`src/rtl/register_file_8x16.sv`:
```
// Eight-entry register file: one write port, two combinational read ports,
// optional same-cycle write forwarding, optional hard-wired zero register and a write counter.
module register_file_8x16 #(
  parameter int WIDTH   = 16,
  parameter int BYPASS  = 1,
  parameter int ZERO_R0 = 1
) (
  input  logic             clk,
  input  logic             rst,
  input  logic             WE,
  input  logic [2:0]       WA,
  input  logic [WIDTH-1:0] WD,
  input  logic [2:0]       RA,
  input  logic [2:0]       RB,
  output logic [WIDTH-1:0] QA,
  output logic [WIDTH-1:0] QB,
  output logic [7:0]       WCNT
);

  localparam int NUM_REGS  = 8;
  localparam int NUM_PORTS = 2;

  logic [WIDTH-1:0] regs_reg [NUM_REGS];
  logic [7:0]       wcnt_reg;
  logic [7:0]       wcnt_next;
  logic             commit;

  // A write to R0 is not a committed write when R0 is hard-wired to zero.
  assign commit    = WE && !((ZERO_R0 != 0) && (WA == 3'd0));
  assign wcnt_next = wcnt_reg + 8'd1;

  genvar gi;
  generate
    for (gi = 0; gi < NUM_REGS; gi++) begin : g_reg
      always_ff @(posedge clk) begin
        if (rst) begin
          regs_reg[gi] <= '0;
        end else if (commit && (WA == 3'(gi))) begin
          regs_reg[gi] <= WD;
        end
      end
    end
  endgenerate

  always_ff @(posedge clk) begin
    if (rst) begin
      wcnt_reg <= 8'd0;
    end else if (commit) begin
      wcnt_reg <= wcnt_next;
    end
  end

  logic [2:0]       raddr [NUM_PORTS];
  logic [WIDTH-1:0] rdata [NUM_PORTS];

  assign raddr[0] = RA;
  assign raddr[1] = RB;

  generate
    for (gi = 0; gi < NUM_PORTS; gi++) begin : g_rport
      // Forwarding keys off the commit qualifier so a discarded R0 write is never forwarded.
      always_comb begin
        rdata[gi] = regs_reg[raddr[gi]];
        if ((BYPASS != 0) && commit && (WA == raddr[gi])) begin
          rdata[gi] = WD;
        end
        if ((ZERO_R0 != 0) && (raddr[gi] == 3'd0)) begin
          rdata[gi] = '0;
        end
      end
    end
  endgenerate

  assign QA   = rdata[0];
  assign QB   = rdata[1];
  assign WCNT = wcnt_reg;

endmodule

```
`config.mk`:
```
export PLATFORM = sky130hd
export DESIGN_NAME = register_file_8x16
export DESIGN_NICKNAME = d
export VERILOG_FILES = /design/src/rtl/register_file_8x16.sv
export SDC_FILE = /design/constraint.sdc
export NUM_CORES = 1
export LEC_CHECK = 0
export BUFFER_PORTS_ARGS = -buffer_cell sky130_fd_sc_hd__buf_4
export CELL_PAD_IN_SITES_DETAIL_PLACEMENT = 2
export CELL_PAD_IN_SITES_GLOBAL_PLACEMENT = 2
export CORE_MARGIN = 8
export CORE_UTILIZATION = 35
export CTS_BUF_LIST = sky130_fd_sc_hd__clkbuf_8
export CTS_CLUSTER_DIAMETER = 120
export CTS_CLUSTER_SIZE = 30
export DETAILED_ROUTE_END_ITERATION = 7
export PLACE_DENSITY_LB_ADDON = 0.1
export SETUP_SLACK_MARGIN = 0.15
export SYNTH_ARGS = -nofsm -noshare
export SYNTH_HDL_FRONTEND = slang
export SYNTH_SLANG_ARGS = --single-unit
export TNS_END_PERCENT = 20
```
`constraint.sdc`:
```
create_clock -name clk -period 3.1 [get_ports clk]
set_clock_uncertainty 0.05 [all_clocks]
set_input_delay 0.93 -clock clk [delete_from_list [all_inputs] [get_ports clk]]
set_output_delay 0.93 -clock clk [all_outputs]
set_load 0.01 [all_outputs]
```
**Word-level counts from Yosys, hierarchy flattened**

Memory sizes are Yosys's and may differ from the RTL's.
Cells that the tools add are included.

- Add/subtract/negate cells: 1
- Eq/ne operators: 9
- Multiplexer cells: 38
- Bitwise logic cells: 8
- Reduce and logical (&&, ||, !) cells: 15

Operator list:

| operator | count |
|---|---|
| $mux W16 | 12 |
| $mux W1 | 26 |
| $eq A3 B3 Y1 const B | 4 |
| $logic_and A1 B1 Y1 | 11 |
| $logic_not A3 Y1 | 3 |
| $add A8 B1 Y8 const B | 1 |
| $or A1 B1 Y1 | 8 |
| $eq A3 B2 Y1 const B | 2 |
| $eq A3 B3 Y1 | 2 |
| $eq A3 B1 Y1 const B | 1 |
| $logic_not A1 Y1 | 1 |

- Register bits: 8
- RAM bits: 128
- Logic and storage cells: 73
- Memories: 1

Memories:

| name | words | width | rd ports | clocked after memory_dff | write ports | RTL line | text |
|---|---|---|---|---|---|---|---|
| regs_reg | 8 | 16 | 2 | 0 | 8 | 23 | `logic [WIDTH-1:0] regs_reg [NUM_REGS];` |

**Logic depth before layout (Yosys ltp)**

- Word-level depth: 8
- Gate-level depth with buffers: 8

**Least setup slack after synthesis**

No wires, ideal clock.

- Path kind: input to output
- Start: in WA[0]
- End: out QA[10]
- Arrival: 2156 ps
- Data required time: 2120 ps
- Setup slack: -36 ps
- Stages: 8
- Cell sequence: buf_2 > o31a_1 > buf_6 > and4_1 > buf_6 > buf_6 > a211oi_2 > nor3_1

- Word-level cells in the longest chain between the ends: 6
- Elaborated cells between the ends (all ways): 7
- Those cells by class: eq/ne: 1; mux: 2; reduce/logical: 4

RTL lines:

| item | RTL line | text |
|---|---|---|
| start, declared | 11 | `input logic [2:0] WA,` |
| $logic_not A3 Y1 | 29 | `assign commit = WE && !((ZERO_R0 != 0) && (WA == 3'd0));` |
| $logic_not A1 Y1 | 29 |  |
| $logic_and A1 B1 Y1 | 29 |  |
| $logic_and A1 B1 Y1 * | 64 | `if ((BYPASS != 0) && commit && (WA == raddr[gi])) begin` |
| $mux W16 * | 64 |  |
| $mux W16 * | 67 | `if ((ZERO_R0 != 0) && (raddr[gi] == 3'd0)) begin` |
| end, declared | 15 | `output logic [WIDTH-1:0] QA,` |

Mark *: on every way between the ends. The rest lies on a longest branch, timed or not.

**Final worst setup path**

- Start: in RA[0]
- End: out QA[1]

- Word-level cells in the longest chain between the ends: 4
- Elaborated cells between the ends (all ways): 6
- Those cells by class: eq/ne: 1; mux: 2; reduce/logical: 2; memory: 1

RTL lines:

| item | RTL line | text |
|---|---|---|
| start, declared | 13 | `input logic [2:0] RA,` |
| branches (longest 3 deep; another with $mem_v2 Z8 W16) | -- |  |
| $mux W16 * | 67 |  |

Every way passes the cells marked *.

==> impl_results.md <==
* Status: finished, violations left
* Violated checks: negative setup slack
* Critical path, cell by cell: buf_12 -> buf_16 -> mux4_2 -> nor2b_1 -> a211oi_1 -> nor3_1 -> buf_4
* VDD IR-drop max at ~0.29 mV
* Synth Cell Area at between 7000 and 8000 um^2
* Number of flip-flops in the largest register at about 130
* Die width at 164 um
* Die area at ~27000 um^2
* Final Net Count at 735
* Crit path DAT at 2.35 ns
* Final setup margin at -0.235 ns
* CTS root buf: clkbuf_8
* Final worst-path cycle share at 108%
* Fin Hold WS at 0.459 ns
* Synth Warn # at 0
* RSZ-0062 raised after global routing: true
* Slew HR at between 40% and 50%
* Post-synth top area share at approximately half
* Initial Util at 35.4%
* Die height at ~160 um
* Area leader, netlist: edfxtp_1
* Top-level port count at slightly below 70
* Maxcap violations at 0
* GP Congestion at 0.807
* CP Launch Type: input port
* Internal power at 3.61 mW
* DRT Pass-1 Iters at 4
* Pwr Density at roughly 480 nW/um^2
* Max incr delay on CP at ~0.5 ns
* Clock power share at between 30 and 40%
* Port bufs at 67
* CTS Buffer Depth at 2
* H-tree depth at 4
* Total Routing Usage GR at between 20% and 30%
* Sequential cell area fraction in the yosys report at around 52%
* Switching pwr at 1.32 mW
* Remaining antenna violation count after routing at 0
* Setup Viol. Count Final at 32
* Sw frac at 26.9%
* Area grow syn2layout at 35.0%
* Avg Inst Size Synth at 13.9 um^2
* CTS tree: yes
* Detailed-route vias per instance at 5.40
* Leakage power figure at 3.80 nW
* CP delay by family, top: multiplexers
* Slowest cell on crit path: mux4_2
* Cells after Synth at around 550
* Core area at roughly 22000 um^2
* Final worst path period need at 3.33 ns
* Final wirelength at around 28000 um
* Met2 WL post-DR at 15900 um
* Routed len/inst at around 28 um
* Largest net degree at the start of global routing at 26
* DRT met1 WL at between 10000 and 15000 um
* Worst slew pin tran at roughly 0.77 ns
* Register bit total from synthesis at 136
* CTS buffer count at 17
* Final core occ at a little under half
* CTS sink cnt at about 140
* Layout cell share with drive strength beyond 1 at between 40% and 50%
* Synth top area cells: edfxtp_1 (50%), mux4_2 (19%), and2_1 (9.2%), a211oi_2 (3.3%), nor2b_1 (2.6%)
* Slew Viols, Final at 0
* Detailed placement HPWL at ~20000 um
* CP endpoint kind: output pin
* Crit Path Max Fanout at 12
* Initial antenna violation count at 0
* Via count at ~5400
* CP Data Required Time at roughly 2.1 ns
* Top Layer Used: met4
* WP buf/inv at 3
* Overflow after GRT at 0
* Antenna cells at 0
* Worst-Skew Late Latency at between 0.4 and 0.5 ns
* Detailed-route DRC error count at 0
* Hold Path Class: register to register
* First-pass GRT wire length at between 40000 and 50000 um
* Initial DRC Count at roughly 300
* Unique masters post-synth at 32
* Met3 WL at around 1300 um
* Setup CP Type: input port to output pin
* Comb pwr share at just over 20%
* Final hold violations at 0
* Seq pwr share at 44.8%
* Setup WS pre-CTS at -0.526 ns
* Reg clk slew, reported paths at around 0.080 ns
* Fmax at between 200 and 300 MHz
* Number of cell rows at between 50 and 60
* Number of fill cells at between 2000 and 2500
* Vias in the first global route at ~6300
cells by family after synthesis:
kind of cell	Yosys count	synth area share, %
xor gates and xnor gates	12	1.37
buffers and inverters	46	3.87
DFF	136	52.3
muxes	64	18.8
and+or+nand+nor	245	18.1
adders and majority gates	1	0.163
other	1	0.0490
AOI/OAI and AO/OA	44	5.34
synth_stat cells:
master and number:
nand3_1 2, nor2_1 41, or3_1 1, ha_1 1, and4_1 2, nand2b_1 3
and3_1 1, nand4_1 5, xnor2_1 9, clkbuf_2 1, buf_4 3, o31ai_1 2
a211oi_2 20, conb_1 1, xor2_1 3, and2_1 112, edfxtp_1 128, dfxtp_1 8
buf_1 1, a211oi_1 12, o21ai_0 7, nor3_1 37, clkbuf_1 16, inv_1 1
mux4_2 64, buf_6 13, nor2b_1 32, nor3_2 3, buf_2 11, o31a_1 1
nand2_1 6, a21oi_1 2
metrics by stage:
stage                     cells  setup TNS [ns]  power [mW]  instance area [um^2]
after global routing        998           -7.65        5.11                 10300
final                       998           -6.06        4.93                 10300
after global placement      949           -9.85        3.11                  9290
after detailed placement    949          -11.48        3.15                  9290
after CTS                   991           -6.45        4.93                 10100
after floorplan             564         -0.0150        2.71                  7880
cells in the final DEF (no fill, tap or decap), types with 3 or more instances in the layout:
cell type,Yosys,final
a211oi_2,20,19
a211oi_4,0,11
and2_1,112,112
buf_12,0,22
buf_4,3,116
buf_6,13,22
buf_8,0,5
bufinv_16,0,5
clkbuf_8,0,17
clkinv_1,0,3
clkinvlp_4,0,3
conb_1,1,16
dfxtp_1,8,8
edfxtp_1,128,128
mux4_2,64,64
nand2_1,6,6
nand2b_1,3,3
nand4_1,5,5
nor2_1,41,37
nor2b_1,32,29
nor2b_4,0,3
nor3_1,37,9
nor3_2,3,27
nor3_4,0,4
o21ai_2,0,4
xnor2_1,9,7
xor2_1,3,3
layer usage:
metal / track usage [%] / vias up
li1: - / 2365
met1: 23.9 / 2847
met2: 40.1 / 139
met3: 3.86 / 36
met4: 9.83 / 0
met5: 0 / -
final timing paths:
kind,start,endpoint,slack (ns),depth (start not counted)
worst min register to register,WCNT[1]$_SDFFE_PP0P_,WCNT[1]$_SDFFE_PP0P_,0.46,2
worst max-delay path,RA[0],QA[1],-0.23,7
worst max register to register,WCNT[2]$_SDFFE_PP0P_,WCNT[7]$_SDFFE_PP0P_,1.82,4
worst min-delay path,WCNT[1]$_SDFFE_PP0P_,WCNT[1]$_SDFFE_PP0P_,0.46,2
final cells by class:
| type | count | area (um^2) | share of cell area [%] |
|---|---|---|---|
| timing repair buffer | 168 | 1710 | 16.6 |
| multi-input combinational | 382 | 3820 | 37.0 |
| clock inverter | 14 | 206 | 2.00 |
| sequential | 136 | 4000 | 38.7 |
| clock buffer | 17 | 234 | 2.26 |
| inverter | 1 | 3.75 | 0.0363 |
| tap | 280 | 350 | 3.39 |
power groups by stage:
stage          combinational (mW)  sequential (mW)  clock, mW
2_1_floorplan               0.504             2.21          0
3_3_place_gp                0.875             2.23          0
3_5_place_dp                0.899             2.25          0
4_1_cts                     0.975             2.21       1.74
5_1_grt                      1.08             2.22       1.80
6_report                     1.02             2.21       1.70
worst min-delay path, delay by kind of cell (launching register included):
family	cells	cell delay (ns)
and+or+nand+nor	1	0.07
AOI/OAI and AO/OA	1	0.06
DFF	1	0.35
repair_timing:
| item | CTS | global route |
|---|---|---|
| endpoints found under the setup margin | 32 | 32 |
| resized for setup | 53 | 39 |
| cloned | 2 | 1 |
| buffers inserted | 9 | 6 |
| hold buffers | 0 | 0 |
| pin swaps | 23 | 19 |
Power figures use the tool's default switching activity.
